[src/rtl/mult_pkg.sv]
// Shared types for the sequential multiplier family (state encoding, counter sizing helper).
package mult_pkg;

    typedef enum logic [1:0] {
        ST_IDLE    = 2'd0,
        ST_COMPUTE = 2'd1,
        ST_DONE    = 2'd2
    } mult_state_t;

    localparam int unsigned STATE_W = 2;

    // Iteration counter width; a 1-bit floor keeps degenerate widths legal.
    function automatic int unsigned cnt_width(input int unsigned w);
        return (w > 1) ? $clog2(w) : 1;
    endfunction

endpackage

[src/rtl/seq_mult_ctrl.sv]
// Control FSM and iteration counter for the shift-add multiplier.
module seq_mult_ctrl
    import mult_pkg::*;
#(
    parameter int unsigned WIDTH = 8
) (
    input  logic                           clk_i,
    input  logic                           rst_i,
    input  logic                           start_i,
    output mult_state_t                    state_o,
    output logic [cnt_width(WIDTH)-1:0]    count_o,
    output logic                           accept_c_o,
    output logic                           last_iter_c_o,
    output logic                           busy_o,
    output logic                           done_o
);

    localparam int unsigned CNT_W = cnt_width(WIDTH);

    mult_state_t        state_q, state_d;
    logic [CNT_W-1:0]   cnt_q, cnt_d;
    logic               busy_q, busy_d;
    logic               done_q, done_d;

    assign accept_c_o    = start_i && ((state_q == ST_IDLE) || (state_q == ST_DONE));
    assign last_iter_c_o = (state_q == ST_COMPUTE) && (cnt_q == CNT_W'(WIDTH - 1));

    always_comb begin
        state_d = state_q;
        cnt_d   = cnt_q;
        busy_d  = 1'b0;
        done_d  = 1'b0;
        case (state_q)
            ST_IDLE, ST_DONE: begin
                if (start_i) begin
                    state_d = ST_COMPUTE;
                    cnt_d   = '0;
                end else begin
                    state_d = ST_IDLE;
                end
            end
            ST_COMPUTE: begin
                if (last_iter_c_o) begin
                    state_d = ST_DONE;
                    cnt_d   = '0;
                end else begin
                    cnt_d   = cnt_q + CNT_W'(1);
                end
            end
            default: begin
                state_d = ST_IDLE;
                cnt_d   = '0;
            end
        endcase
        // Status flags are decoded from the next state so they line up with state_q.
        busy_d = (state_d == ST_COMPUTE);
        done_d = (state_d == ST_DONE);
    end

    always_ff @(posedge clk_i or negedge rst_i) begin
        if (!rst_i) begin
            state_q <= ST_IDLE;
            cnt_q   <= '0;
            busy_q  <= 1'b0;
            done_q  <= 1'b0;
        end else begin
            state_q <= state_d;
            cnt_q   <= cnt_d;
            busy_q  <= busy_d;
            done_q  <= done_d;
        end
    end

    assign state_o = state_q;
    assign count_o = cnt_q;
    assign busy_o  = busy_q;
    assign done_o  = done_q;

endmodule

[src/rtl/seq_mult_param.sv]
// Sequential shift-add multiplier, WIDTH x WIDTH -> 2*WIDTH, runtime signed/unsigned mode.
module seq_mult_param
    import mult_pkg::*;
#(
    parameter int unsigned WIDTH = 8
) (
    input  logic                 clk_i,
    input  logic                 rst_i,
    input  logic                 start_i,
    input  logic                 signed_i,
    input  logic [WIDTH-1:0]     a_i,
    input  logic [WIDTH-1:0]     b_i,
    output logic [2*WIDTH-1:0]   y_o,
    output logic                 busy_o,
    output logic                 done_o,
    output logic [STATE_W-1:0]   state_o
);

    localparam int unsigned P_W   = 2 * WIDTH;
    localparam int unsigned CNT_W = cnt_width(WIDTH);

    mult_state_t        state;
    logic [CNT_W-1:0]   count;
    logic               accept_c;
    logic               last_iter_c;

    logic [WIDTH-1:0]   amag_q, amag_d;
    logic [WIDTH-1:0]   bmag_q, bmag_d;
    logic               neg_q, neg_d;
    logic [P_W-1:0]     acc_q, acc_d;
    logic [P_W-1:0]     y_q, y_d;

    logic [WIDTH-1:0]   amag_c, bmag_c;
    logic [P_W-1:0]     pp_c, sum_c;

    seq_mult_ctrl #(.WIDTH(WIDTH)) u_ctrl (
        .clk_i         (clk_i),
        .rst_i         (rst_i),
        .start_i       (start_i),
        .state_o       (state),
        .count_o       (count),
        .accept_c_o    (accept_c),
        .last_iter_c_o (last_iter_c),
        .busy_o        (busy_o),
        .done_o        (done_o)
    );

    // Operand magnitudes; -2^(WIDTH-1) maps onto itself, which read unsigned is the correct magnitude.
    assign amag_c = (signed_i && a_i[WIDTH-1]) ? WIDTH'(~a_i + WIDTH'(1)) : a_i;
    assign bmag_c = (signed_i && b_i[WIDTH-1]) ? WIDTH'(~b_i + WIDTH'(1)) : b_i;

    assign pp_c  = bmag_q[count] ? (P_W'(amag_q) << count) : '0;
    assign sum_c = acc_q + pp_c;

    always_comb begin
        amag_d = amag_q;
        bmag_d = bmag_q;
        neg_d  = neg_q;
        acc_d  = acc_q;
        y_d    = y_q;
        if (accept_c) begin
            amag_d = amag_c;
            bmag_d = bmag_c;
            neg_d  = signed_i & (a_i[WIDTH-1] ^ b_i[WIDTH-1]);
            acc_d  = '0;
        end else if (state == ST_COMPUTE) begin
            acc_d = sum_c;
            if (last_iter_c) begin
                y_d = neg_q ? P_W'(~sum_c + P_W'(1)) : sum_c;
            end
        end
    end

    always_ff @(posedge clk_i or negedge rst_i) begin
        if (!rst_i) begin
            amag_q <= '0;
            bmag_q <= '0;
            neg_q  <= 1'b0;
            acc_q  <= '0;
            y_q    <= '0;
        end else begin
            amag_q <= amag_d;
            bmag_q <= bmag_d;
            neg_q  <= neg_d;
            acc_q  <= acc_d;
            y_q    <= y_d;
        end
    end

    assign y_o     = y_q;
    assign state_o = state;

endmodule
[config.mk]
export PLATFORM = sky130hd
export DESIGN_NAME = seq_mult_param
export DESIGN_NICKNAME = d
export VERILOG_FILES = /design/src/rtl/mult_pkg.sv /design/src/rtl/seq_mult_ctrl.sv /design/src/rtl/seq_mult_param.sv
export SDC_FILE = /design/constraint.sdc
export NUM_CORES = 1
export LEC_CHECK = 0
export BUFFER_PORTS_ARGS = -buffer_cell sky130_fd_sc_hd__buf_2
export CAP_MARGIN = 20
export CELL_PAD_IN_SITES_DETAIL_PLACEMENT = 1
export CELL_PAD_IN_SITES_GLOBAL_PLACEMENT = 2
export CORE_ASPECT_RATIO = 0.9
export CORE_MARGIN = 2
export CORE_UTILIZATION = 39
export DETAILED_ROUTE_END_ITERATION = 16
export PLACE_DENSITY_LB_ADDON = 0.08
export SYNTH_ARGS = -nofsm -noshare
export SYNTH_HDL_FRONTEND = slang
export SYNTH_SLANG_ARGS = --single-unit
[constraint.sdc]
create_clock -name clk_i -period 12.1 [get_ports clk_i]
set_input_delay 2.42 -clock clk_i [delete_from_list [all_inputs] [get_ports clk_i]]
set_output_delay 2.42 -clock clk_i [all_outputs]
set_load 0.01 [all_outputs]
## Yosys cells after proc, flatten, opt, wreduce, memory -nomap -nowiden

Cells that the tools add are included.

- Bits of input ports: 20
- Flip-flop bits (word level): 56
- Memory bits (writable): 0
- Bits in read-only memories: 0
- Memories: 0
- Latch bits: 0

- Shift-type cells: 1
- Bitwise gates (word level): 6
- Muxes and demuxes: 14
- Multiply operators: 0
- Reductions and logical operators: 9
- Add/sub/neg operators: 5
- Equal/unequal tests: 6
- Div/mod/pow operators: 0
- Order comparisons: 1

Operator list:

| cell | count |
|---|---|
| 16-bit two-way mux | 4 |
| 16-bit by 1-bit adder with 16-bit output (second input constant) | 1 |
| 16-bit adder | 1 |
| 8-bit by 1-bit adder with 8-bit output (second input constant) | 2 |
| 8-bit two-way mux | 2 |
| 16-bit inverter | 1 |
| 8-bit inverter | 2 |
| 8-bit by 3-bit << shifter with 16-bit output | 1 |
| 3-bit two-way mux | 2 |
| 3-bit case mux with 2 select lines | 1 |
| 2-bit by 1-bit == test with 1-bit output (second input constant) | 2 |
| 2-bit == test (second input constant) | 2 |
| 1-bit logical AND | 4 |
| 3-bit by 4-bit less-than comparator with 1-bit output (second input constant) | 1 |
| 2-bit case mux with 2 select lines | 1 |
| 3-bit by 1-bit adder with 3-bit output (second input constant) | 1 |
| 1-bit binary-select mux with 3-bit select | 1 |
| 3-bit == test (second input constant) | 1 |
| 3-bit AND reduction | 1 |
| 2-bit zero test | 1 |
| 1-bit two-way mux | 2 |
| 2-bit two-way mux | 1 |
| 2-bit != test (second input constant) | 1 |
| 2-bit nonzero test | 1 |
| 5 further kinds | 5 |

## Depth between registers and ports, before layout

- Depth in word-level cells: 7
- Mapped depth: 17
- Depth with buffers taken out: 15

## Cells and area by module

Synthesis repeated with hierarchy kept, for this count alone.

- Cells, all modules: 434
- Area total of the unflattened synthesis: 3,872.5 um2

By module, submodules not included:

| module | times used | sequential area each (um2) | cells an instance | area each (um2) |
|---|---|---|---|---|
| seq_mult_param | 1 | 1,226.2 | 411 | 3,567.2 |
| seq_mult_ctrl | 1 | 175.2 | 23 | 305.3 |

## Least setup slack after synthesis

OpenSTA, ideal clock, no wires.

- Kind: register to register
- From: reg u_ctrl.cnt_q[0] (netlist: u_ctrl.count_o[0])
- To: reg y_q[14] (netlist: y_o[14])
- Slack: 8.198 ns
- Arrival time: 3.769 ns
- Data required time: 11.968 ns
- Library setup time: 0.132 ns
- Stages on the path, launching flop included: 16
- Path through: dfrtp_1 clkbuf_1 mux4_2 nand2_1 and2_1 clkbuf_1 a211oi_1 ha_1 a21oi_1 o21ai_0 a211o_1 xnor2_1 o2111ai_1 o41ai_2 xnor2_1 o21ai_1

- Longest elaborated chain between the ends: 7

RTL lines:

| what | line | text |
|---|---|---|
| start, declared | seq_mult_ctrl.sv:21 | `logic [CNT_W-1:0] cnt_q, cnt_d;` |
| start signal, assigned | seq_mult_ctrl.sv:68 | `cnt_q <= cnt_d;` |
| 1-bit binary-select mux with 3-bit select | seq_mult_param.sv:52 | `assign pp_c = bmag_q[count] ? (P_W'(amag_q) << count) : '0;` |
| 1-bit two-way mux (implied by the code) | seq_mult_param.sv:52 |  |
| 16-bit two-way mux | seq_mult_param.sv:52 |  |
| 16-bit adder | seq_mult_param.sv:53 | `assign sum_c = acc_q + pp_c;` |
| 16-bit inverter | seq_mult_param.sv:69 | `y_d = neg_q ? P_W'(~sum_c + P_W'(1)) : sum_c;` |
| 16-bit by 1-bit adder with 16-bit output | seq_mult_param.sv:69 |  |
| 16-bit two-way mux | seq_mult_param.sv:69 |  |
| end signal, assigned | seq_mult_param.sv:86 | `y_q <= y_d;` |
| end, declared | seq_mult_param.sv:31 | `logic [P_W-1:0] y_q, y_d;` |

Parallel ways exist; a longest one is shown, timed or not. The select of a mux whose other input is x is not followed.
A chain may end at the register's enable or synchronous reset.

## Worst setup path after layout

- From: reg u_ctrl.cnt_q[0] (netlist: u_ctrl.count_o[0])
- To: reg y_q[15] (netlist: y_o[15])

Same word-level chain as after synthesis.

==> impl_results.md <==
* Reg-to-reg endpoint: y_o[15]$_DFFE_PN0P_
* Clk sinks at 56
* Synth-to-Final Area Change at 10.7%
* ANT cells at 0
* DR vias/cell at between 5 and 6
* First-pass GRT wire length at roughly 17000 µm
* Sink of the worst hold path: y_o[1]$_DFFE_PN0P_
* Port Buffer Count at 39
* Initial antenna violation count at 0
* Mapped Area at 3790 µm²
* Post-synth EDFFs at 0
* Fraction of registers with async set or reset after synthesis at 1.00
* Max_slew headroom at 0.343
* Main flop type after synthesis: dfrtp_1
* Final Max Slew Viols at 0
* Clk_lat worst skew at ~0.31 ns
* Post-route DRC at 0
* Maximum root-to-sink buffer count at 2
* Detailed-route via count at approximately 3300
* Min Clock Period, post-route at 4.72 ns
* Gr ovfl total at 0
* DR WL/cell at 17.2 µm
* Sum Neg Setup Slack at 0 ns
* Worst R2R Start: u_ctrl.count_o[0]$_DFFE_PN0P_
* Power Internal at between 0.0006 and 0.0007 W
* DIE WIDTH at 108 µm
* CTS Hold Buffers Added at 0
* Cell Pwr Density at 300 nW/µm²
* RSZ-0062 raised after global routing: no
* CP required at 12.27 ns
* Crit Path Max Fanout at 17
* Filler cells at 1178
* Clock share of power at 0.106
* 1st-pass router iterations at 4
* R2R setup slack at 7.38 ns
* I/O pins at 40
* Die Height at 97.6 µm
* Register bit total from synthesis at 56
* Startpoint Class: register
* Slew @ Worst Pin at roughly 1 ns
* Post-synth cell types at 52
* Share of cells above drive strength 1 at 0.130
* CP Capture Type: register
* Final WL at 10200 µm
* FP Rows at 34
* Cts bufs inserted at 5
* Clk pin slew, worst setup/hold paths at 0.11 ns
* Post-CTS setup repair buffer count at 0
* CTS H-Tree Depth at 2
* Status: finished, final reports clean
* Fmax at 212 MHz
* Switching power total at 0.000625 W
* Gpl congestion at 0.810
* Initial core utilization at 0.396
* Die area at 10500 µm²
* Syn Inst Count at 443
* Vias in the first global route at 3329
* Setup violators final at 0
* Final Hold Vio Count at 0
* Leakage power at ~2 nW
* Hold path start: y_o[1]$_DFFE_PN0P_
* Sw Ratio at 0.496
* Core area at 9570 µm²
* PostCTS Resize Cnt at 0
* Syn nets at 484
* Flop pwr share at 0.281
* Power, Total at 0.00126 W
* Hold Path Depth at 2
* Root Buffer: clkbuf_8
* Critical Path AT at roughly 4.9 ns
* DRT antenna net count at 0
* Fin crit share at 0.390
* Peak supply drop at 0.101 mV
* Worst reg-to-reg path cell count at 13
* Fin Clk Skew at approximately 0.012 ns
* WS Path Type: register to register
* DR iter-0 viols at 116
* Detailed placer's ending HPWL at roughly 7900 µm
* CTS tree: yes
* Ys Warns at 0
* Syn_area_per_cell at approximately 8.6 µm²
* Max cap viols at 0
* Nets at between 500 and 600
* Sequential share of the synthesized area at 0.369
* Final WS setup at 7.38 ns
* Combinational share of power at 0.613
* Setup WS pre-CTS at 7.46 ns
* Hold/Removal Path Class: register to register
* Total track usage at 0.206
* Largest net degree at the start of global routing at 57
==> worst max path at each step <==
stage                                   from                   to  slack, ns  depth (start not counted)
2_1_floorplan  u_ctrl.count_o[0]$_DFFE_PN0P_  y_o[14]$_DFFE_PN0P_       8.20                         15
3_3_place_gp   u_ctrl.count_o[0]$_DFFE_PN0P_  y_o[15]$_DFFE_PN0P_       7.58                         13
3_5_place_dp   u_ctrl.count_o[0]$_DFFE_PN0P_  y_o[15]$_DFFE_PN0P_       7.46                         13
4_1_cts        u_ctrl.count_o[0]$_DFFE_PN0P_  y_o[15]$_DFFE_PN0P_       7.44                         13
5_1_grt        u_ctrl.count_o[0]$_DFFE_PN0P_  y_o[15]$_DFFE_PN0P_       6.96                         13
6_report       u_ctrl.count_o[0]$_DFFE_PN0P_  y_o[15]$_DFFE_PN0P_       7.38                         13
==> cells in the final DEF (no fill, tap or decap), types with 2 or more instances in the layout <==
cell,netlist,routed
o21bai_1,2,2
o21ai_1,7,7
o21a_1,3,3
xor2_1,16,16
nand2b_1,3,3
a211oi_1,7,7
clkbuf_8,0,5
nor2b_1,4,4
and2_1,5,5
a211oi_2,2,2
mux4_2,2,2
nand2_1,66,66
nor3_1,7,7
o31ai_1,8,8
or3_1,6,6
and3_1,3,3
o21ai_0,47,47
xnor2_1,18,18
ha_1,20,20
a21o_1,4,4
mux2i_1,7,7
a31oi_1,5,5
o211ai_1,5,5
mux2_2,3,3
nor2_1,36,36
dfrtp_1,56,56
nor4_1,2,2
a22o_1,8,8
buf_2,1,39
nand3_1,14,14
inv_1,15,15
o41ai_2,2,2
and4_1,2,2
a21oi_1,18,18
==> Yosys cell counts, types with 6 or more instances <==
| cell | n | area [µm²] |
|---|---|---|
| a211oi_1 | 7 | 52.6 |
| a21oi_1 | 18 | 90.1 |
| a22o_1 | 8 | 70.1 |
| clkbuf_1 | 21 | 78.8 |
| dfrtp_1 | 56 | 1400 |
| ha_1 | 20 | 250 |
| inv_1 | 15 | 56.3 |
| mux2i_1 | 7 | 70.1 |
| nand2_1 | 66 | 248 |
| nand3_1 | 14 | 70.1 |
| nor2_1 | 36 | 135 |
| nor3_1 | 7 | 35.0 |
| o21ai_0 | 47 | 235 |
| o21ai_1 | 7 | 35.0 |
| o31ai_1 | 8 | 60.1 |
| or3_1 | 6 | 37.5 |
| xnor2_1 | 18 | 158 |
| xor2_1 | 16 | 140 |
==> state kept, by name, indices dropped and copies added, names as in the netlist <==
name            flops
amag_q              8
y_o                16
u_ctrl.busy_o       1
neg_q               1
u_ctrl.state_o      2
bmag_q              8
u_ctrl.count_o      3
u_ctrl.done_o       1
acc_q              16
==> layout make-up <==
cell class / instances / area, µm² / share of cell area
Inverter: 15 / 56.3 / 0.0134
Multi-Input combinational cell: 350 / 2250 / 0.536
Timing Repair Buffer: 41 / 218 / 0.0518
Clock buffer: 5 / 68.8 / 0.0164
Clock inverter: 3 / 46.3 / 0.0110
Sequential cell: 56 / 1400 / 0.334
Tap cell: 126 / 158 / 0.0375
==> per-layer routing <==
layer  vias up  part of all wire  global-route usage
met5         -                 0                   0
met4         0             0.010              0.0444
met3         6             0.023              0.0248
met2        43              0.42               0.303
met1      1579              0.55               0.320
li1       1637                 -                   -
==> critical path, cell delays in order (launching register included) <==
cell and delay [ns]:
dfrtp_1 0.75, mux4_2 0.60, nand2_1 0.17, and2_1 0.30, a211oi_1 0.08, ha_1 0.37
a21oi_1 0.34, o21ai_0 0.17, a211o_1 0.31, xnor2_1 0.46, o2111ai_1 0.33, o41ai_2 0.42
xnor2_1 0.20, o21ai_1 0.09
==> cells by family after synthesis <==
kind of cell    Yosys count  share of synthesized area
simple gates            153                      0.182
compound gates          130                      0.222
flops                    56                      0.369
buf+inv                  37                     0.0369
xor+xnor                 34                     0.0785
fa+ha+maj                21                     0.0712
mux                      12                     0.0392
==> power groups by stage <==
stage          Clock (W)  Sequential, W  Combinational, W
2_1_floorplan          0       0.000330          0.000578
3_3_place_gp           0       0.000357          0.000745
3_5_place_dp           0       0.000359          0.000767
4_1_cts         0.000139       0.000356          0.000771
5_1_grt         0.000142       0.000369          0.000872
6_report        0.000133       0.000354          0.000772
==> stage by stage <==
stage,std cells,util,hold slack (ns),area [µm²]
finish,596,0.439,0.484,4200
global route,596,0.439,0.515,4200
CTS,595,0.437,0.495,4190
detailed placement,587,0.425,0.469,4070
global placement,587,0.425,0.456,4070
floorplan,443,-,0.445,3790
Power figures use the tool's default switching activity.
